<file path="config.mk">
export PLATFORM = sky130hd
export DESIGN_NAME = conv_encoder_framer_flat
export DESIGN_NICKNAME = d
export VERILOG_FILES = /design/src/rtl/conv_encoder_framer_if.sv /design/src/rtl/conv_encoder_framer.sv /design/src/flat_wrapper.sv
export SDC_FILE = /design/constraint.sdc
export NUM_CORES = 1
export LEC_CHECK = 0
export ABC_AREA = 1
export BUFFER_PORTS_ARGS = -buffer_cell sky130_fd_sc_hd__buf_4
export CAP_MARGIN = 40
export CELL_PAD_IN_SITES_DETAIL_PLACEMENT = 0
export CELL_PAD_IN_SITES_GLOBAL_PLACEMENT = 2
export CORE_MARGIN = 2
export CORE_UTILIZATION = 30
export DETAILED_ROUTE_END_ITERATION = 10
export HOLD_SLACK_MARGIN = 0.06
export PLACE_DENSITY = 0.72
export SLEW_MARGIN = 15
export SYNTH_ARGS = -nofsm -noshare
export SYNTH_HDL_FRONTEND = slang
export SYNTH_SLANG_ARGS = --single-unit
</file>
<file path="constraint.sdc">
create_clock -name clk -period 1.9 [get_ports clk]
set_input_delay 0.38 -clock clk [delete_from_list [all_inputs] [get_ports clk]]
set_output_delay 0.38 -clock clk [all_outputs]
set_load 0.03 [all_outputs]
</file>
<file path="src/rtl/conv_encoder_framer_if.sv">
// Handshake bundle between the payload source, the convolutional framer and the
// Viterbi decoder: word-in handshake on one side, 2-bit symbol stream on the other.
interface conv_encoder_framer_if #(
  parameter int FRAME_BITS = 16
) ();
  logic [2:0]            choose_constraint_length;
  logic [FRAME_BITS-1:0] data_in;
  logic                  data_valid;
  logic                  data_ready;
  logic [1:0]            encoded_bits;
  logic                  enc_valid;
  logic                  enc_ready;
  logic                  frame_start;
  logic                  frame_last;

  modport master (
    input  choose_constraint_length, data_in, data_valid, enc_ready,
    output data_ready, encoded_bits, enc_valid, frame_start, frame_last
  );

  modport slave (
    output choose_constraint_length, data_in, data_valid, enc_ready,
    input  data_ready, encoded_bits, enc_valid, frame_start, frame_last
  );
endinterface

</file>
<file path="src/rtl/conv_encoder_framer.sv">
// Rate-1/2 convolutional encoder (K=3..6) that frames one payload word MSB first
// followed by K-1 zero tail bits, so every frame ends in encoder state 0.
module conv_encoder_framer #(
  parameter int FRAME_BITS = 16
) (
  input  logic                          clk,
  input  logic                          rst_n,
  conv_encoder_framer_if.master         bus
);

  typedef enum logic [1:0] {IDLE, DATA, TAIL} state_t;

  state_t                r_state, w_nxt_state;
  logic                  r_ready, w_nxt_ready;
  logic                  r_valid, w_nxt_valid;
  logic [1:0]            r_bits,  w_nxt_bits;
  logic                  r_start, w_nxt_start;
  logic                  r_last,  w_nxt_last;
  logic [4:0]            r_sr,    w_nxt_sr;
  logic [4:0]            r_cnt,   w_nxt_cnt;
  logic [2:0]            r_k,     w_nxt_k;
  logic [FRAME_BITS-1:0] r_data;

  logic       w_acc, w_cons;
  logic [2:0] w_kin;
  logic [4:0] w_last_idx;
  logic [4:0] w_sr_shift;

  // One symbol: generator bit K-1 taps u, bit K-2 taps s1, ... bit 0 taps s(K-1).
  // sr[0] holds s1, sr[4] holds s5.
  function automatic logic [1:0] enc_sym(input logic u, input logic [4:0] sr,
                                         input logic [2:0] k);
    logic [5:0] g0, g1, t;
    case (k)
      3'd4:    begin g0 = 6'o17; g1 = 6'o15; t = {2'b00, u, sr[0], sr[1], sr[2]}; end
      3'd5:    begin g0 = 6'o35; g1 = 6'o23; t = {1'b0, u, sr[0], sr[1], sr[2], sr[3]}; end
      3'd6:    begin g0 = 6'o75; g1 = 6'o53; t = {u, sr[0], sr[1], sr[2], sr[3], sr[4]}; end
      default: begin g0 = 6'o07; g1 = 6'o05; t = {3'b000, u, sr[0], sr[1]}; end
    endcase
    return {^(g0 & t), ^(g1 & t)};
  endfunction

  assign w_kin      = (bus.choose_constraint_length >= 3'd3 &&
                       bus.choose_constraint_length <= 3'd6) ?
                      bus.choose_constraint_length : 3'd3;
  assign w_acc      = r_ready & bus.data_valid;
  assign w_cons     = r_valid & bus.enc_ready;
  assign w_last_idx = 5'(FRAME_BITS - 2) + {2'b00, r_k};
  assign w_sr_shift = {r_sr[3:0], r_data[FRAME_BITS-1]};

  always_comb begin
    w_nxt_state = r_state;
    w_nxt_ready = r_ready;
    w_nxt_valid = r_valid;
    w_nxt_bits  = r_bits;
    w_nxt_start = r_start;
    w_nxt_last  = r_last;
    w_nxt_sr    = r_sr;
    w_nxt_cnt   = r_cnt;
    w_nxt_k     = r_k;
    case (r_state)
      IDLE: begin
        w_nxt_ready = 1'b1;
        if (w_acc) begin
          w_nxt_state = DATA;
          w_nxt_ready = 1'b0;
          w_nxt_k     = w_kin;
          w_nxt_sr    = '0;
          w_nxt_cnt   = '0;
          w_nxt_valid = 1'b1;
          w_nxt_bits  = enc_sym(bus.data_in[FRAME_BITS-1], 5'b0, w_kin);
          w_nxt_start = 1'b1;
          w_nxt_last  = 1'b0;
        end
      end
      DATA, TAIL: begin
        if (w_cons) begin
          w_nxt_sr    = w_sr_shift;
          w_nxt_cnt   = r_cnt + 5'd1;
          w_nxt_start = 1'b0;
          if (r_cnt == w_last_idx) begin
            w_nxt_state = IDLE;
            w_nxt_valid = 1'b0;
            w_nxt_ready = 1'b1;
            w_nxt_last  = 1'b0;
            w_nxt_bits  = 2'b00;
          end else begin
            // Tail inputs come out of r_data as the zeros shifted in behind the payload.
            w_nxt_bits = enc_sym(r_data[FRAME_BITS-2], w_sr_shift, r_k);
            w_nxt_last = (r_cnt + 5'd1 == w_last_idx);
            if (r_cnt == 5'(FRAME_BITS - 1)) w_nxt_state = TAIL;
          end
        end
      end
      default: w_nxt_state = IDLE;
    endcase
  end

  always_ff @(posedge clk or negedge rst_n) begin
    if (!rst_n) begin
      r_state <= IDLE;
      r_ready <= 1'b0;
      r_valid <= 1'b0;
      r_bits  <= 2'b00;
      r_start <= 1'b0;
      r_last  <= 1'b0;
      r_sr    <= '0;
      r_cnt   <= '0;
      r_k     <= 3'd3;
    end else begin
      r_state <= w_nxt_state;
      r_ready <= w_nxt_ready;
      r_valid <= w_nxt_valid;
      r_bits  <= w_nxt_bits;
      r_start <= w_nxt_start;
      r_last  <= w_nxt_last;
      r_sr    <= w_nxt_sr;
      r_cnt   <= w_nxt_cnt;
      r_k     <= w_nxt_k;
    end
  end

  // Payload shifter is pure data; the control path alone decides when it is meaningful.
  always_ff @(posedge clk) begin
    if (w_acc)       r_data <= bus.data_in;
    else if (w_cons) r_data <= {r_data[FRAME_BITS-2:0], 1'b0};
  end

  assign bus.data_ready   = r_ready;
  assign bus.enc_valid    = r_valid;
  assign bus.encoded_bits = r_bits;
  assign bus.frame_start  = r_start;
  assign bus.frame_last   = r_last;

endmodule

</file>
<file path="src/flat_wrapper.sv">
// flat-port wrapper written by rule: the top's interface ports become plain ports
module conv_encoder_framer_flat 
#(
  parameter int FRAME_BITS = 16
)
  (clk, rst_n, bus_choose_constraint_length, bus_data_in, bus_data_valid, bus_enc_ready, bus_data_ready, bus_encoded_bits, bus_enc_valid, bus_frame_start, bus_frame_last);
  conv_encoder_framer_if #(.FRAME_BITS(FRAME_BITS)) bus_i ();
  input  logic clk;
  input  logic rst_n;
  input wire logic [$bits(bus_i.choose_constraint_length)-1:0] bus_choose_constraint_length;
  input wire logic [$bits(bus_i.data_in)-1:0] bus_data_in;
  input wire logic [$bits(bus_i.data_valid)-1:0] bus_data_valid;
  input wire logic [$bits(bus_i.enc_ready)-1:0] bus_enc_ready;
  output wire logic [$bits(bus_i.data_ready)-1:0] bus_data_ready;
  output wire logic [$bits(bus_i.encoded_bits)-1:0] bus_encoded_bits;
  output wire logic [$bits(bus_i.enc_valid)-1:0] bus_enc_valid;
  output wire logic [$bits(bus_i.frame_start)-1:0] bus_frame_start;
  output wire logic [$bits(bus_i.frame_last)-1:0] bus_frame_last;
  assign bus_i.choose_constraint_length = bus_choose_constraint_length;
  assign bus_i.data_in = bus_data_in;
  assign bus_i.data_valid = bus_data_valid;
  assign bus_i.enc_ready = bus_enc_ready;
  assign bus_data_ready = bus_i.data_ready;
  assign bus_encoded_bits = bus_i.encoded_bits;
  assign bus_enc_valid = bus_i.enc_valid;
  assign bus_frame_start = bus_i.frame_start;
  assign bus_frame_last = bus_i.frame_last;
  conv_encoder_framer #(.FRAME_BITS(FRAME_BITS)) u_core (.clk(clk), .rst_n(rst_n), .bus(bus_i));
endmodule
</file>
**Yosys cells after proc, flatten, opt, wreduce, memory -nomap -nowiden**

Cells that the tools add are included.
Widths: inputs -> output; s select.

- Register bits after elaboration: 36
- Bits of input ports: 23

- Add/sub/neg operators: 2
- $lt $le $gt $ge: 2
- Equal/unequal tests: 15
- Multiplexer cells: 52
- Bitwise operators: 6
- Reduce and logical (&&, ||, !) cells: 14

Operator list:

| kind | number |
|---|---|
| $pmux 6 s3 | 6 |
| $mux 6 | 15 |
| $mux 16 | 2 |
| $and 6x6->6 | 4 |
| $reduce_xor 6->1 | 4 |
| $eq 3x3->1 const B | 6 |
| $mux 2 | 7 |
| $eq 5x5->1 | 2 |
| $mux 1 | 10 |
| $mux 5 | 2 |
| $pmux 5 s2 | 1 |
| $reduce_and 3->1 | 3 |
| $pmux 1 s2 | 4 |
| $pmux 2 s2 | 2 |
| $pmux 4 s2 | 1 |
| $ne 2x1->1 const B | 3 |
| $add 4x3->5 const A | 1 |
| $add 5x1->5 const B | 1 |
| $eq 5x4->1 const B | 1 |
| $mux 4 | 1 |
| $reduce_and 4->1 | 1 |
| $reduce_bool 2->1 | 2 |
| $ge 3x2->1 const B | 1 |
| $le 3x3->1 const B | 1 |
| other kinds (9) | 10 |

**Depth between registers and ports, before layout**

Gate-level depths: netlist of the first run.

- Word-level depth: 11
- Depth in mapped cells: 13
- Gate-level depth less buffers: 13

**Worst setup path after synthesis of the first run**

No wires, ideal clock.

- Path kind: register to register
- Start: register u_core.r_ready (netlist: u_core.bus.data_ready)
- End: register u_core.r_data[0], enable pin
- Arrival: 1.739 ns
- Required time: 1.436 ns
- Setup slack: -0.303 ns
- Cell stages (with the launch flop): 5
- Buffers on the path: 2
- Clock period less this slack: 2.203 ns
- Path through: dfrtp_1 > nand2_1 > clkbuf_1 > clkbuf_1 > o21ai_0

- Cells in the longest elaborated chain, start to end: 2

RTL lines:

| element | RTL line | RTL |
|---|---|---|
| from (decl) | conv_encoder_framer.sv:14 | `logic r_ready, w_nxt_ready;` |
| from (signal assigned) | conv_encoder_framer.sv:112 | `r_ready <= w_nxt_ready;` |
| $and 1x1->1 | conv_encoder_framer.sv:46 | `assign w_acc = r_ready & bus.data_valid;` |
| $reduce_bool 2->1 (no source line) | n/a |  |
| to (signal assigned) | conv_encoder_framer.sv:125 | `if (w_acc) r_data <= bus.data_in;` |
| to (signal assigned) | conv_encoder_framer.sv:126 | `else if (w_cons) r_data <= {r_data[FRAME_BITS-2:0], 1'b0};` |
| to (decl) | conv_encoder_framer.sv:22 | `logic [FRAME_BITS-1:0] r_data;` |

Every way passes these cells.
A chain may end at the register's enable or synchronous reset.

**Worst setup path after layout of the first run**

- Start: register u_core.r_k[1]
- End: register u_core.r_last (netlist: u_core.bus.frame_last)

- Cells in the longest elaborated chain, start to end: 5
- Elaborated cells between the ends (all ways): 6
- Classes of those cells: 1 x add/sub; 2 x eq/ne; 3 x mux

RTL lines:

| element | RTL line | RTL |
|---|---|---|
| from (decl) | conv_encoder_framer.sv:21 | `logic [2:0] r_k, w_nxt_k;` |
| from (signal assigned) | conv_encoder_framer.sv:119 | `r_k <= w_nxt_k;` |
| $add 4x3->5 (*) | conv_encoder_framer.sv:48 | `assign w_last_idx = 5'(FRAME_BITS - 2) + {2'b00, r_k};` |
| $eq 5x5->1 (on tied branches) | conv_encoder_framer.sv:90, conv_encoder_framer.sv:81 |  |
| $mux 1 (*) | conv_encoder_framer.sv:81 | `if (r_cnt == w_last_idx) begin` |
| $mux 1 (*) | conv_encoder_framer.sv:77 | `if (w_cons) begin` |
| $pmux 1 s2 (*) | conv_encoder_framer.sv:61 | `case (r_state)` |
| to (signal assigned) | conv_encoder_framer.sv:116 | `r_last <= w_nxt_last;` |
| to (decl) | conv_encoder_framer.sv:18 | `logic r_last, w_nxt_last;` |

Every way passes the cells marked *; elsewhere a longest branch is shown, timed or not. The select of a mux whose other input is x is not followed.

==> results.sh, run 1 <==
export IMPL_status="finished clean"
export IMPL_yosysSeqAreaShare_pct=47.4
export IMPL_track_usage_pct=14.1
export IMPL_hold_viol_final=0
export IMPL_pwr_share_clk_pct=13.5
export IMPL_synth_distinct_cells=29
export IMPL_nFillCells=720
export IMPL_synth_main_ff_cell="dfrtp_1"
export IMPL_min_to="u_core.r_data[9]"
export IMPL_start_util_pct=30.7
export IMPL_core_area_sq_mm=0.00676
export IMPL_critical_path_top_delay_family="flip-flops"
export IMPL_cts_tree="yes"
export IMPL_p_switching_mw=1.84
export IMPL_htree_levels=2
export IMPL_ys_top_cells_by_area="edfxtp_1 23%, dfrtp_1 22%, nand2_1 17%, nand3_1 5.1%, inv_1 4.9%"
export IMPL_grt_pass1_vias=1692
export IMPL_die_h_um=87.2
export IMPL_p_sw_share_pct=44.1
export IMPL_hold_path_class="in2reg"
export IMPL_grt_pass1_wl_mm=8.22
export IMPL_cp_data_required_time_ns=2.07
export IMPL_port_buffers=28
export IMPL_pwr_share_comb_pct=52.5
export IMPL_p_leak_nw=1.29
export IMPL_r2r_slack_ns=0.15
export IMPL_slew_headroom_pct=63.7
export IMPL_multi_input_area_sq_um=952
export IMPL_ctsLongestPathBuffers=2
export IMPL_die_x_um=87.2
export IMPL_area_growth_pct=23.0
export IMPL_antenna_found_initial=0
export IMPL_worst_r2r_path_depth=7
export IMPL_synth_edf_count=16
export IMPL_drc=0
export IMPL_intPower_mw=2.33
export IMPL_setup_viol=0
export IMPL_grt_overflow_total=0
export IMPL_slowest_stage="dfstp_2"
export IMPL_dp_hpwl_mm=3.62
export IMPL_antenna_cells=0
export IMPL_detail_route_wl_per_cell_um=12.3
export IMPL_period_minus_slack_ns=1.75
export IMPL_synth_nets=292
export IMPL_holdPathStages=3
export IMPL_r2r_start="u_core.r_k[1]"
export IMPL_synth_seq_cells=36
export IMPL_worstPathCellList="inv_2, ha_1, xor2_1, nand4_1, nand2_1, nor2_1, a32o_1"
export IMPL_max_freq_mhz=571
export IMPL_end_kind="flop"
export IMPL_yosysTopAreaCellShare_pct=23.2
export IMPL_drtIter0Drc=54
export IMPL_postRouteAntennaNets=0
export IMPL_vias=1771
export IMPL_rows=30
export IMPL_r2r_end="u_core.bus.frame_last"
export IMPL_max_cap_viol_count=0
export IMPL_ys_warn_count=0
export IMPL_syn_inst=264
export IMPL_cts_buffers=5
export IMPL_fin_skew_ns=0.00874
export IMPL_clock_sinks=36
export IMPL_clk_latency_ns=0.29
export IMPL_fin_crit_sh_pct=92.1
export IMPL_vdd_ir_drop_max_mv=0.648
export IMPL_dieArea_sq_mm=0.00760
export IMPL_netlist_area_sq_mm=0.00207
export IMPL_tightest_slew_ns=0.543
export IMPL_ioPinCount=29
export IMPL_drv_slew=0
export IMPL_min_from="bus_data_in[9]"
export IMPL_tns_ns=0
export IMPL_startpoint_type="flop"
export IMPL_routabilityCongestion=0.740
export IMPL_synth_avg_cell_area_sq_um=7.86
export IMPL_rsz0062_at_grt="false"
export IMPL_wirelength_mm=4.77
export IMPL_critical_path_class="reg2reg"
export IMPL_cp_data_arrival_time_ns=1.92
export IMPL_nets=334
export IMPL_crit_fanout=7
export IMPL_cp_num_buf_inv=1
export IMPL_via_per_inst=4.58
export IMPL_slowest_delay_ns=0.54
export IMPL_total_power_mw=4.17
export IMPL_cts_root_buf="clkbuf_8"
export IMPL_first_pass_iters=4
export IMPL_drive_above_1_share_pct=20.5
export IMPL_path_clk_slew_ns=0.08
export IMPL_grt_max_degree=21
export IMPL_seqCellArea_sq_um=985
export IMPL_seq_power_share_pct=34.0
export IMPL_p_per_area_mw_per_mm2=1630
export IMPL_async_flop_share_pct=55.6
export IMPL_synth_top_area_cell="edfxtp_1"
## logic make-up after synthesis
logic type / share of synthesized area, %
DFF: 47.4
adders and majority gates: 3.02
buffers and inverters: 7.24
AOI/OAI and AO/OA: 7.90
xor gates and xnor gates: 2.96
and+or+nand+nor: 31.5
## state kept, by name, summed over array words and instances (netlist names)
register / count
u_core.bus.encoded_bits: 2
u_core.r_k: 3
u_core.r_data: 16
u_core.bus.enc_valid: 1
u_core.r_state: 2
u_core.bus.data_ready: 1
u_core.r_cnt: 5
u_core.r_sr: 4
u_core.bus.frame_last: 1
u_core.bus.frame_start: 1
## placed cells by master (no fill, tap or decap), drive strengths merged, types with 2 or more instances in the layout
cell	netlist	layout
clkinv	0	2
dfrtp	18	18
xor2	5	5
xnor2	2	2
nand4	12	12
inv	30	30
buf	3	40
clkbuf	3	6
nor2	16	16
nand3	21	21
or2	5	5
o22ai	5	5
ha	5	5
o21ai	13	13
a21oi	5	5
nand2	96	96
dfstp	2	2
edfxtp	16	16
## synth_stat cells (2+ instances only)
| cell type | instances |
|---|---|
| nand2_1 | 96 |
| inv_1 | 27 |
| nand3_1 | 21 |
| dfrtp_1 | 18 |
| edfxtp_1 | 16 |
| nor2_1 | 14 |
| nand4_1 | 12 |
| o21ai_0 | 12 |
| a21oi_1 | 5 |
| ha_1 | 5 |
| o22ai_1 | 5 |
| xor2_1 | 5 |
| or2_2 | 4 |
| clkbuf_1 | 3 |
| inv_2 | 3 |
| buf_4 | 2 |
| dfstp_2 | 2 |
| nor2_2 | 2 |
| xnor2_1 | 2 |
## stage by stage
step	hold slack [ns]	util, %	std cells	instance area [sq um]	worst slack [ns]
after floorplan	0.0844	-	264	2080	0.166
after global placement	0.280	35.9	376	2430	0.0831
after detailed placement	0.278	35.9	376	2430	0.114
after CTS	0.346	37.4	385	2530	0.0900
after global routing	0.347	37.8	387	2550	0.00404
final	0.350	37.8	387	2550	0.150
## power by group through the flow
| stage | Sequential, mW | Combinational (mW) | Clock [mW] |
|---|---|---|---|
| 4_1_cts | 1.43 | 2.17 | 0.585 |
| 5_1_grt | 1.47 | 2.50 | 0.621 |
| 2_1_floorplan | 1.45 | 1.50 | 0 |
| 6_report | 1.42 | 2.19 | 0.563 |
| 3_3_place_gp | 1.44 | 2.17 | 0 |
| 3_5_place_dp | 1.44 | 2.15 | 0 |
## tightest hold or removal path, stage by stage
cell and delay [ns]:
buf_4 0.07, nand2_1 0.04, nand2_1 0.04
## how the worst max path moves through the flow
| stage | slack (ns) | cells past startpoint | endpoint | from |
|---|---|---|---|---|
| after CTS | 0.09 | 11 | u_core.bus.encoded_bits[1] | u_core.r_k[0] |
| after floorplan | 0.17 | 4 | u_core.r_data[0] | u_core.bus.data_ready |
| after detailed placement | 0.11 | 8 | u_core.bus.encoded_bits[0] | u_core.r_state[0] |
| final | 0.15 | 7 | u_core.bus.frame_last | u_core.r_k[1] |
| after global routing | 0.004 | 11 | u_core.bus.encoded_bits[1] | u_core.r_k[1] |
| after global placement | 0.08 | 8 | u_core.bus.encoded_bits[0] | u_core.r_state[0] |
## final cells by class
| type | instances | share of cell area [%] |
|---|---|---|
| multi-input cells | 192 | 37.3 |
| clock buffers | 6 | 3.24 |
| flip-flops and latches | 36 | 38.6 |
| inverters | 30 | 4.41 |
| repair buffers | 41 | 12.2 |
| clock inverters | 2 | 0.392 |
| well taps | 80 | 3.92 |
## metal layers
metal	share of wire, %	wire, um	vias up	GRT usage, %
li1	-	-	953	-
met1	52	2490	794	20.5
met2	44	2080	19	21.1
met3	2.7	127	5	2.84
met4	1.3	63	0	4.62
met5	0	0	-	0
## repair_timing
action / in CTS / in global routing
hold endpoints to repair: 18 / 0
setup buffers: 0 / 2
hold buffers: 1 / 0
resized for setup: 0 / 3
endpoints found under the setup margin: 0 / 13
Note: power is estimated with default switching activity, not from simulation.
==> run 2, diff against run 1 <==
- CORE_UTILIZATION: 30 -> 31
- CTS_BUF_LIST: unset -> sky130_fd_sc_hd__clkbuf_8
- PLACE_DENSITY: 0.72 -> 0.74
==> results.sh, run 2 (synthesized netlist as in run 1, its figures left out) <==
export IMPL_status="finished clean"
export IMPL_grt_overflow_total=0
export IMPL_htree_levels=2
export IMPL_clk_latency_ns=0.29
export IMPL_place_inst=370
export IMPL_startpoint_type="flop"
export IMPL_antenna_cells=0
export IMPL_die_h_um=85.8
export IMPL_cp_data_arrival_time_ns=1.90
export IMPL_core_area_sq_mm=0.00642
export IMPL_cts_buffers=5
export IMPL_dp_hpwl_mm=3.66
export IMPL_hold_path_class="in2reg"
export IMPL_max_freq_mhz=580
export IMPL_dr_wl_met3_um=181
export IMPL_ioPinCount=29
export IMPL_clock_sinks=36
export IMPL_dieArea_sq_mm=0.00736
export IMPL_drt_met1_wl_mm=2.49
export IMPL_nets=332
export IMPL_final_cell_mix="94 x nand2_1, 38 x buf_4, 28 x inv_1, 21 x nand3_1, 17 x dfrtp_1"
export IMPL_cts_tree="yes"
export IMPL_p_per_area_mw_per_mm2=1680
export IMPL_tightest_slew_ns=0.498
export IMPL_postRouteAntennaNets=0
export IMPL_end_kind="flop"
export IMPL_port_buffers=28
export IMPL_crit_fanout=8
export IMPL_final_cells=382
export IMPL_path_clk_slew_ns=0.08
export IMPL_cts_root_buf="clkbuf_8"
export IMPL_vdd_ir_drop_max_mv=0.582
export IMPL_drtIter0Drc=95
export IMPL_hold_viol_final=0
export IMPL_grt_max_degree=21
export IMPL_period_minus_slack_ns=1.72
export IMPL_pre_cts_slack_ns=0.0824
export IMPL_grt_pass1_wl_mm=8.30
export IMPL_wl_met2_mm=2.16
export IMPL_ctsLongestPathBuffers=2
export IMPL_slew_headroom_pct=66.8
export IMPL_wirelength_mm=4.88
export IMPL_via_per_inst=4.78
export IMPL_grt_pass1_vias=1742
export IMPL_drv_slew=0
export IMPL_cp_data_required_time_ns=2.08
export IMPL_setup_viol=0
export IMPL_max_cap_viol_count=0
export IMPL_fin_hold_ws_ns=0.348
export IMPL_die_x_um=85.8
export IMPL_top_register="u_core.r_data"
export IMPL_fin_crit_sh_pct=90.7
export IMPL_rows=29
export IMPL_first_pass_iters=6
export IMPL_detail_route_wl_per_cell_um=12.8
export IMPL_start_util_pct=32.3
export IMPL_drc=0
export IMPL_top_regs="u_core.r_data: 16 flops, u_core.r_cnt: 5 flops, u_core.r_sr: 4 flops"
export IMPL_area_growth_pct=23.9
export IMPL_vias=1826
export IMPL_fin_skew_ns=0.00424
export IMPL_total_power_mw=4.33
export IMPL_routabilityCongestion=0.776
export IMPL_antenna_found_initial=0
export IMPL_drive_above_1_share_pct=21.0
export IMPL_maxUsedRoutingLayer="met4"
export IMPL_final_common_cell="nand2_1"
export IMPL_largest_reg_flops=16
export IMPL_worst_slack_ns=0.176
export IMPL_critical_path_class="reg2reg"
export IMPL_track_usage_pct=14.5
export IMPL_p_leak_nw=1.28
## run 2: path summary, 6_finish.rpt
path	startpoint	end	slack, ns	cells past startpoint
worst max-delay path	u_core.r_k[0]	u_core.bus.encoded_bits[1]	0.18	12
worst min register to register	u_core.bus.frame_start	u_core.bus.frame_start	0.49	2
max in group asynchronous	rst_n	u_core.r_k[1]	1.11	2
worst max register to register	u_core.r_k[0]	u_core.bus.encoded_bits[1]	0.18	12
worst min-delay path	bus_data_in[8]	u_core.r_data[8]	0.35	3
min in group asynchronous	rst_n	u_core.r_cnt[1]	0.51	2
## run 2: area by class of cell
class / count / area [sq um]
clock buffers: 5 / 68.8
inverters: 30 / 113
repair buffers: 39 / 295
well taps: 77 / 96.3
fillers: 689 / 3850
flip-flops and latches: 36 / 985
multi-input cells: 192 / 973
clock inverters: 3 / 38.8
## run 2: metrics by stage
step	cell area, sq um	setup TNS [ns]	utilization, %
6_report	2570	0	40.0
3_3_place_gp	2400	0	37.4
2_1_floorplan	2080	0	-
3_5_place_dp	2400	0	37.4
4_1_cts	2520	0	39.2
5_1_grt	2570	-0.00207	40.0
## run 2: critical path, stage by stage, from the launching register on
cell,delay (ns)
dfstp_2,0.61
inv_2,0.08
nand2_1,0.12
nand2_1,0.09
or2_4,0.26
nand2_1,0.07
nand2_1,0.05
nand2_1,0.05
nand2_1,0.07
nand2_1,0.06
nand2_1,0.04
nand3_1,0.07
a21oi_1,0.06
## run 2: where the power goes
part           internal (mW)  switching, mW
logic                  0.858           1.38
clock network          0.384          0.285
registers               1.21          0.215
total                   2.45           1.88
## run 2: metal layers
| layer | vias to the layer above | global-route usage (%) |
|---|---|---|
| li1 | 948 | - |
| met1 | 839 | 21.1 |
| met2 | 35 | 21.2 |
| met3 | 4 | 3.27 |
| met4 | 0 | 4.76 |
| met5 | - | 0 |
## run 2: what timing repair did
action | CTS | global route
setup buffers | 0 | 3
hold buffers | 1 | 0
endpoints found under the hold margin | 18 | 0
resized for setup | 0 | 7
setup endpoints to repair | 0 | 15
==> run 3, diff against run 2 <==
- CORE_ASPECT_RATIO: unset -> 0.6
- GPL_TIMING_DRIVEN: unset -> 0
==> results.sh, run 3 (synthesized netlist as in run 1, its figures left out) <==
export IMPL_cp_data_required_time_ns=2.08
export IMPL_cts_tree="yes"
export IMPL_final_common_cell="nand2_1"
export IMPL_grt_overflow_total=0
export IMPL_utilization_pct=39.2
export IMPL_pre_cts_slack_ns=-0.305
export IMPL_top_register="u_core.r_data"
export IMPL_area_growth_pct=23.9
export IMPL_fin_crit_sh_pct=93.9
export IMPL_path_clk_slew_ns=0.08
export IMPL_die_h_um=67.4
export IMPL_slowest_stage="dfstp_2"
export IMPL_crit_fanout=7
export IMPL_gr_usage_met3_pct=3.28
export IMPL_max_freq_mhz=561
export IMPL_via_per_inst=4.56
export IMPL_max_cap_viol_count=0
export IMPL_grt_pass1_vias=1588
export IMPL_cts_root_buf="clkbuf_8"
export IMPL_track_usage_pct=15.1
export IMPL_drc=0
export IMPL_top_regs="u_core.r_data: 16 flops, u_core.r_cnt: 5 flops, u_core.r_sr: 4 flops"
export IMPL_p_leak_nw=1.28
export IMPL_vdd_ir_drop_max_mv=0.515
export IMPL_routabilityCongestion=0.764
export IMPL_tightest_slew_ns=0.476
export IMPL_first_pass_iters=5
export IMPL_hold_path_class="in2reg"
export IMPL_critical_path_class="reg2reg"
export IMPL_status="finished clean"
export IMPL_startpoint_type="flop"
export IMPL_nFillCells=699
export IMPL_antenna_found_initial=0
export IMPL_slowest_delay_ns=0.54
export IMPL_nets=333
export IMPL_grt_max_degree=21
export IMPL_ioPinCount=29
export IMPL_fin_skew_ns=0.00672
export IMPL_antenna_cells=0
export IMPL_ctsLongestPathBuffers=2
export IMPL_cp_data_arrival_time_ns=1.96
export IMPL_wirelength_mm=5.16
export IMPL_port_buffers=28
export IMPL_p_per_area_mw_per_mm2=1650
export IMPL_grt_pass1_wl_mm=8.24
export IMPL_postRouteAntennaNets=0
export IMPL_core_area_sq_mm=0.00656
export IMPL_hold_viol_final=0
export IMPL_detail_route_wl_per_cell_um=13.1
export IMPL_rsz0062_at_grt="true"
export IMPL_grt_use_met1_pct=25.4
export IMPL_stdcell_area_sq_mm=0.00257
export IMPL_clk_latency_ns=0.29
export IMPL_drive_above_1_share_pct=21.2
export IMPL_slew_headroom_pct=68.3
export IMPL_setup_viol=0
export IMPL_die_x_um=110
export IMPL_vias=1793
export IMPL_cts_buffers=5
export IMPL_rows=23
export IMPL_final_cell_mix="93 x nand2_1, 34 x buf_4, 28 x inv_1, 21 x nand3_1, 18 x dfrtp_1"
export IMPL_placed_area_sq_mm=0.00241
export IMPL_start_util_pct=31.6
export IMPL_worstPathCellList="inv_2, ha_1, xor2_1, nand4_1, nand2_2, nor2_2, a32o_1"
export IMPL_met2_usage_pct=18.0
export IMPL_clock_sinks=36
export IMPL_largest_reg_flops=16
export IMPL_end_kind="flop"
export IMPL_drtIter0Drc=109
export IMPL_htree_levels=2
export IMPL_dieArea_sq_mm=0.00738
export IMPL_period_minus_slack_ns=1.78
export IMPL_dp_hpwl_mm=3.96
export IMPL_worst_slack_ns=0.117
export IMPL_grt_busiest_layer="met1"
export IMPL_drv_slew=0
-- run 3: layout make-up --
type | count | area, sq um | area share (%)
sequential | 36 | 983 | 38.3
inverter | 30 | 113 | 4.38
tap | 87 | 109 | 4.24
buffer | 6 | 40.0 | 1.56
multi-input combinational | 192 | 983 | 38.3
clock buffer | 5 | 68.8 | 2.68
timing repair buffer | 34 | 262 | 10.2
clock inverter | 3 | 11.3 | 0.438
-- run 3: final timing paths --
kind	depth (start not counted)	end	slack (ns)	startpoint
max reg2reg	7	u_core.bus.frame_last	0.12	u_core.r_k[1]
min	3	u_core.r_data[6]	0.35	bus_data_in[6]
max in group asynchronous	2	u_core.r_k[0]	1.11	rst_n
max	7	u_core.bus.frame_last	0.12	u_core.r_k[1]
min in group asynchronous	2	u_core.r_state[0]	0.51	rst_n
min reg2reg	2	u_core.bus.frame_start	0.48	u_core.bus.frame_start
-- run 3: worst max-delay path: cells and delay by family (launching register included) --
family                     cells  cell delay (ns)
buffers and inverters          1             0.08
and+or+nand+nor                3             0.33
DFF                            1             0.54
xor gates and xnor gates       1             0.15
AOI/OAI and AO/OA              1             0.24
adders and majority gates      1             0.33
-- run 3: timing repair --
action                     4_1_cts  5_1_grt
pin swaps                        1        3
hold endpoints to repair        18        0
setup buffers                    2        2
setup endpoints to repair       36       15
gates cloned                     0        0
hold buffers                     1        0
resized for setup                4       10
-- run 3: where the power goes --
part           switching (mW)  total (mW)  internal, mW
sequential              0.184        1.39          1.20
clock                   0.275       0.520         0.245
combinational            1.45        2.33         0.877
-- run 3: layer usage --
layer | vias to the layer above | routed length [um]
li1 | 950 | -
met4 | 0 | 43
met5 | - | 0
met1 | 793 | 3050
met2 | 45 | 1820
met3 | 5 | 252
-- run 3: through the flow --
stage               TNS (ns)  hold WS [ns]  power, mW  instances
finish                     0         0.350       4.23        393
global route         -0.0225         0.359       4.65        393
CTS                        0         0.343       4.17        391
detailed placement     -7.59         0.288       3.58        380
global placement       -9.35         0.287       3.57        379
floorplan                  0        0.0844       2.96        264
